<file path="config.mk">
export PLATFORM = sky130hd
export DESIGN_NAME = carry_lookahead_adder
export DESIGN_NICKNAME = d
export VERILOG_FILES = /design/src/rtl/cla_pkg.sv /design/src/rtl/cla_group4.sv /design/src/rtl/carry_lookahead_adder.sv
export SDC_FILE = /design/constraint.sdc
export NUM_CORES = 1
export LEC_CHECK = 0
export BUFFER_PORTS_ARGS = -buffer_cell sky130_fd_sc_hd__buf_2
export CAP_MARGIN = 20
export CORE_AREA = 4 4 41 43
export DETAILED_ROUTE_END_ITERATION = 8
export DIE_AREA = 0 0 45 47
export PLACE_DENSITY = 0.57
export SETUP_SLACK_MARGIN = 0.15
export SLEW_MARGIN = 15
export SYNTH_ARGS = -nofsm -noshare
export SYNTH_HDL_FRONTEND = slang
export SYNTH_SLANG_ARGS = --single-unit
</file>
<file path="constraint.sdc">
create_clock -name clk -period 1.29 [get_ports clk]
set_input_delay 0.1935 -clock clk [delete_from_list [all_inputs] [get_ports clk]]
set_output_delay 0.1935 -clock clk [all_outputs]
set_load 0.02 [all_outputs]
</file>
<file path="src/rtl/cla_pkg.sv">
// cla_pkg: shared constants and helpers for the carry-lookahead adder.
package cla_pkg;
    localparam int CLA_GROUP_W = 4;

    function automatic int cla_groups(input int width);
        return width / CLA_GROUP_W;
    endfunction
endpackage

</file>
<file path="src/rtl/cla_group4.sv">
// cla_group4: 4-bit lookahead group producing sum bits and group propagate/generate.
module cla_group4
    import cla_pkg::*;
(
    input  logic [CLA_GROUP_W-1:0] a,
    input  logic [CLA_GROUP_W-1:0] b,
    input  logic                   c_in,
    output logic [CLA_GROUP_W-1:0] s,
    output logic                   grp_p,
    output logic                   grp_g
);
    logic [CLA_GROUP_W-1:0] p, g, c;

    assign p = a ^ b;
    assign g = a & b;
    assign c[0] = c_in;
    assign c[1] = g[0] | (p[0] & c_in);
    assign c[2] = g[1] | (p[1] & g[0]) | (p[1] & p[0] & c_in);
    assign c[3] = g[2] | (p[2] & g[1]) | (p[2] & p[1] & g[0]) | (p[2] & p[1] & p[0] & c_in);
    assign s = p ^ c;
    assign grp_p = &p;
    assign grp_g = g[3] | (p[3] & g[2]) | (p[3] & p[2] & g[1]) | (p[3] & p[2] & p[1] & g[0]);
endmodule

</file>
<file path="src/rtl/carry_lookahead_adder.sv">
// carry_lookahead_adder: two-level carry-lookahead adder with a one-cycle registered output.
module carry_lookahead_adder
    import cla_pkg::*;
#(
    parameter int WIDTH = 4
) (
    input  logic             clk,
    input  logic             rst,
    input  logic             in_valid,
    input  logic [WIDTH-1:0] a,
    input  logic [WIDTH-1:0] b,
    input  logic             cin,
    output logic [WIDTH-1:0] s,
    output logic             cout,
    output logic             out_valid
);
    localparam int N = cla_groups(WIDTH);

    if ((WIDTH % CLA_GROUP_W) != 0 || WIDTH < 4 || WIDTH > 64) begin : g_bad_width
        $error("carry_lookahead_adder: WIDTH must be a multiple of 4 in 4..64");
    end

    logic [N-1:0]     grp_p, grp_g;
    logic [N:0]       c;
    logic [WIDTH-1:0] sum;

    assign c[0] = cin;

    for (genvar k = 0; k < N; k++) begin : g_grp
        cla_group4 u_grp (
            .a    (a[k*CLA_GROUP_W +: CLA_GROUP_W]),
            .b    (b[k*CLA_GROUP_W +: CLA_GROUP_W]),
            .c_in (c[k]),
            .s    (sum[k*CLA_GROUP_W +: CLA_GROUP_W]),
            .grp_p(grp_p[k]),
            .grp_g(grp_g[k])
        );
    end

    // Each group carry is a flat OR of product terms straight from P/G/cin,
    // so no group waits on the carry of the group below it.
    for (genvar k = 0; k < N; k++) begin : g_carry
        logic [k+1:0] t;
        assign t[0] = cin & (&grp_p[k:0]);
        for (genvar j = 0; j <= k; j++) begin : g_term
            if (j < k) begin : g_mid
                assign t[j+1] = grp_g[j] & (&grp_p[k:j+1]);
            end else begin : g_top
                assign t[j+1] = grp_g[j];
            end
        end
        assign c[k+1] = |t;
    end

    always_ff @(posedge clk) begin
        if (rst) begin
            s         <= '0;
            cout      <= 1'b0;
            out_valid <= 1'b0;
        end else begin
            out_valid <= in_valid;
            if (in_valid) begin
                s    <= sum;
                cout <= c[N];
            end
        end
    end
endmodule

</file>
-- Word-level counts from Yosys, hierarchy flattened
Index checks and enable logic that the tools add are counted.
- add/sub/neg operators: 0
- multipliers: 0
- divide/modulo/power cells: 0
- order comparisons: 0
- eq/ne operators: 0
- shifts and indexed selects: 0
- muxes and demuxes: 0
- bitwise gates (word level): 27
- reduce and logical (&&, ||, !) cells: 2
- operators with widths (cell ; count):
    bitwise AND 1 bit ; 15
    OR 1 bit ; 9
    bitwise XOR 4 bit ; 2
    bitwise AND 4 bit ; 1
    AND reduction 4 bit ; 1
    OR reduction 2 bit ; 1
- flip-flop bits (word level): 6
- bits in latches: 0
- RAM bits: 0
- ROM bits: 0
- input bits: 12
- output and inout bits: 6
- logic and storage cells: 32
- memories: 0

-- Longest topological paths before layout
- word-level depth: 6
- gate-level depth with buffers: 5
- gate-level depth less buffers: 5

-- By module
From an unflattened synthesis, not the netlist that was laid out.
- cells, all modules: 41
- area, all modules: 399.1 µm²
- modules (own cells, without submodules) (module ; instances ; cells each ; area an instance (µm²) ; sequential area each (µm²)):
    carry_lookahead_adder ; 1 ; 19 ; 216.5 ; 120.1
    cla_group4 ; 1 ; 22 ; 182.7 ; 0.0

-- Worst setup path after synthesis
Ideal clock, no wire load.
- path type: input to register
- from: in a[1]
- to: reg cout
- data arrival time: 1.078 ns
- data required time: 1.165 ns
- setup slack: 0.087 ns
- stages on the path: 4
- path through: ha_1 -> o21ai_0 -> nor2_1 -> o41a_1
- word-level cells in the longest chain between the ends: 5
- elaborated cells between the ends (all ways): 10
- those cells by class: 8 x bitwise; 2 x reduce/logical
- RTL lines (item ; RTL line ; source):
    start: declaration ; carry_lookahead_adder.sv:10 ; input logic [WIDTH-1:0] a,
    bitwise AND 4 bit / bitwise XOR 4 bit (equally long branches) ; cla_group4.sv:15, cla_group4.sv:14 ;
    bitwise AND 1 bit ; cla_group4.sv:22 ; assign grp_g = g[3] | (p[3] & g[2]) | (p[3] & p[2] & g[1]) | (p[3] & p[2] & p[1] & g[0]);
    OR 1 bit / bitwise AND 1 bit (equally long branches) ; cla_group4.sv:22 ;
    OR 1 bit ; cla_group4.sv:22 ;
    OR reduction 2 bit * ; carry_lookahead_adder.sv:52 ; assign c[k+1] = |t;
    end signal: assignment ; carry_lookahead_adder.sv:64 ; cout <= c[N];
    end: declaration ; carry_lookahead_adder.sv:14 ; output logic cout,
Every way passes the cells marked *; elsewhere a longest branch is shown, timed or not.
A chain may end at the register's enable or synchronous reset.

-- Worst setup path in the final report
- from: in a[1]
- to: reg s[2]
- word-level cells in the longest chain between the ends: 5
- elaborated cells between the ends (all ways): 8
- those cells by class: 8 x bitwise
- RTL lines (item ; RTL line ; source):
    bitwise XOR 4 bit ; cla_group4.sv:14 ; assign p = a ^ b;
    bitwise AND 1 bit ; cla_group4.sv:18 ; assign c[2] = g[1] | (p[1] & g[0]) | (p[1] & p[0] & c_in);
    OR 1 bit / bitwise AND 1 bit (equally long branches) ; cla_group4.sv:18 ;
    OR 1 bit * ; cla_group4.sv:18 ;
    bitwise XOR 4 bit * ; cla_group4.sv:20 ; assign s = p ^ c;
    end signal: assignment ; carry_lookahead_adder.sv:63 ; s <= sum;
    end: declaration ; carry_lookahead_adder.sv:13 ; output logic [WIDTH-1:0] s,
Marks and branches as above.

==> flow_summary.ini <==
[worst_setup_path]
r2r-start = cout$_SDFFE_PP0P_
crit_required_ns = 1.41
cp_data_arrival_time_ns = 1.16
r2r_slack_ns = 0.54
path_max_fanout = 3
endpoint_kind = flop
start_kind = input pin
crit_type = input pin to flop
r2r-end = cout$_SDFFE_PP0P_
r2r_cells = 3

[worst_hold_path]
min_path_cells = 2
worstHoldPathType = input pin to flop
min_to = s[1]$_SDFFE_PP0P_
hp-start = rst

[synthesis]
synth.distinct_cells = 24
syn_inst = 44
yosysSeqAreaShare = 0.305
ys_ff_latch = 6
syn_nets = 61
syn_area_per_cell_um2 = 8.96
synth_area_um2 = 394
yosysWarningCount = 0

[timing]
rsz0062_at_grt = false
slew_headroom = 0.853
hold_viol = 0
tightest_slew_ns = 0.217
fin_setup_tns_ns = 0
min_period_ns = 1.04
skew_ns = 0
maxSlewViolCount = 0
post-route-period-util = 0.807
setup_viol_count_final = 0
fmax_mhz = 961
fin_hold_ws_ns = 0.232

[clock_tree]
ctsHoldBuffers = 0
htree_levels = 1
post-cts-setup-buffers = 0
clock-sinks = 6
path_clk_slew_ns = 0.05
clk_path_buf_depth = 2
cts_tree = yes
cts_buffers = 3
cts_resized = 0
cts_root_buf = clkbuf_4
clkLatencyLatePin_ns = 0.25

[layout]
diodes = 0
mostFrequentLayoutCells = 17 x buf_2, 6 x inv_1, 6 x dfxtp_1, 5 x nor2_1
layout_commonest_cell = buf_2
area_growth_pct = 37.5
fin_area_um2 = 542
multi_input_area_um2 = 258
finish.utilization = 0.416
fillers = 146
final_nets = 83
register_area_um2 = 120
drive_above_1_share = 0.422
fin_cells = 79

[status]
outcome = finished clean

[power]
p_int_uw = 388
p_leak_nw = 0.265
ir_drop_v = 0.000440
p_clk_frac = 0.322
swShare = 0.307
power.switching_uw = 172
p_comb_frac = 0.303
p_seq_frac = 0.376
p_per_area_nw_per_um2 = 1030

[route]
drcViolationCount = 0
routed_wl_um = 902
dr_total_vias = 385
ant_nets = 0
drt_iter0_drc = 5
wl_per_cell_um = 11.4
first_pass_iters = 4
avgViaCountPerCell = 4.87

[place]
dp_cells = 76
gp_congestion = 0.734
portBuffers = 17
hpwl_um = 701
place_area_um2 = 519

[floorplan]
start_util = 0.303
core_um2 = 1300
pin_count = 18
dieArea_um2 = 2120
rows = 13
die-height_um = 47
die_w_um = 45

[run]
max_cap_viol_count = 0

[global_routing]
gr-total-overflow = 0
antenna_found_initial = 0
track_usage = 0.112
grt_first_pass_wirelength_um = 1650
first_global_vias = 383
grt_max_degree = 12
==> per-stage QoR <==
step	total power [mW]	setup slack [ns]
2_1_floorplan	0.325	0.150
3_3_place_gp	0.384	-0.0242
3_5_place_dp	0.385	-0.0150
4_1_cts	0.570	0.238
5_1_grt	0.600	0.191
6_report	0.561	0.249
==> Yosys cell counts <==
| cell | instances | area (um2) |
|---|---|---|
| nor2b_1 | 1 | 6.26 |
| nor2_1 | 5 | 18.8 |
| a211o_2 | 1 | 10.0 |
| dfxtp_1 | 6 | 120 |
| o32ai_1 | 1 | 8.76 |
| inv_1 | 6 | 22.5 |
| mux2i_1 | 1 | 10.0 |
| xnor2_1 | 1 | 8.76 |
| nand3_1 | 1 | 5.00 |
| fa_1 | 1 | 20.0 |
| o2111ai_1 | 1 | 8.76 |
| buf_2 | 2 | 10.0 |
| a21oi_1 | 1 | 5.00 |
| a211oi_1 | 1 | 7.51 |
| o41a_1 | 1 | 11.3 |
| nor3b_1 | 2 | 15.0 |
| nand4_1 | 1 | 6.26 |
| ha_1 | 4 | 50.1 |
| nor4bb_1 | 1 | 10.0 |
| nor3_1 | 1 | 5.00 |
| a31oi_1 | 1 | 6.26 |
| or2_2 | 1 | 6.26 |
| o21ai_0 | 2 | 10.0 |
| a211oi_2 | 1 | 12.5 |
==> state kept, by name (all words and copies together) (netlist names) <==
name	cells
out_valid	1
cout	1
s	4
==> cell type report <==
| cell class | count | share of cell area |
|---|---|---|
| Multi-Input combinational cell | 30 | 0.476 |
| Tap cell | 15 | 0.0346 |
| Sequential cell | 6 | 0.222 |
| Inverter | 6 | 0.0416 |
| Clock buffer | 3 | 0.0416 |
| Timing Repair Buffer | 19 | 0.185 |
==> cells by family (layout without fill, tap and decap cells) <==
| group | Yosys count | after routing | synth area share |
|---|---|---|---|
| AO/OA/AOI/OAI | 10 | 10 | 0.203 |
| XOR/XNOR | 1 | 1 | 0.0222 |
| adder cells (fa/ha/maj) | 5 | 5 | 0.178 |
| buffers and inverters | 8 | 28 | 0.0825 |
| flip-flops | 6 | 6 | 0.305 |
| multiplexers | 1 | 1 | 0.0254 |
| AND/OR/NAND/NOR | 13 | 13 | 0.184 |
==> power by group through the flow <==
stage	Sequential (mW)	Clock [mW]	Combinational (mW)
floorplan	0.235	0	0.0898
global placement	0.213	0	0.171
detailed placement	0.214	0	0.171
CTS	0.211	0.187	0.172
global route	0.212	0.197	0.190
finish	0.211	0.180	0.170
==> worst max-delay path by stage <==
stage          from                 to  slack (ns)  cells after the start
2_1_floorplan  a[1]  s[2]$_SDFFE_PP0P_        0.15                      4
3_3_place_gp   a[1]  s[2]$_SDFFE_PP0P_       -0.02                      5
3_5_place_dp   a[1]  s[2]$_SDFFE_PP0P_       -0.02                      5
4_1_cts        a[1]  s[2]$_SDFFE_PP0P_        0.24                      5
5_1_grt        a[1]  s[2]$_SDFFE_PP0P_        0.19                      5
6_report       a[1]  s[2]$_SDFFE_PP0P_        0.25                      5
==> per-layer routing <==
layer | wire (um) | GRT usage
met1 | 398 | 0.135
met2 | 411 | 0.161
met3 | 87 | 0.0651
met4 | 5 | 0.0526
met5 | 0 | 0
==> critical path: stages <==
cell	delay (ns)
buf_2	0.10
ha_1	0.33
or2_2	0.30
a21oi_1	0.15
o32ai_1	0.10
Note: power is estimated with default switching activity, not from simulation.
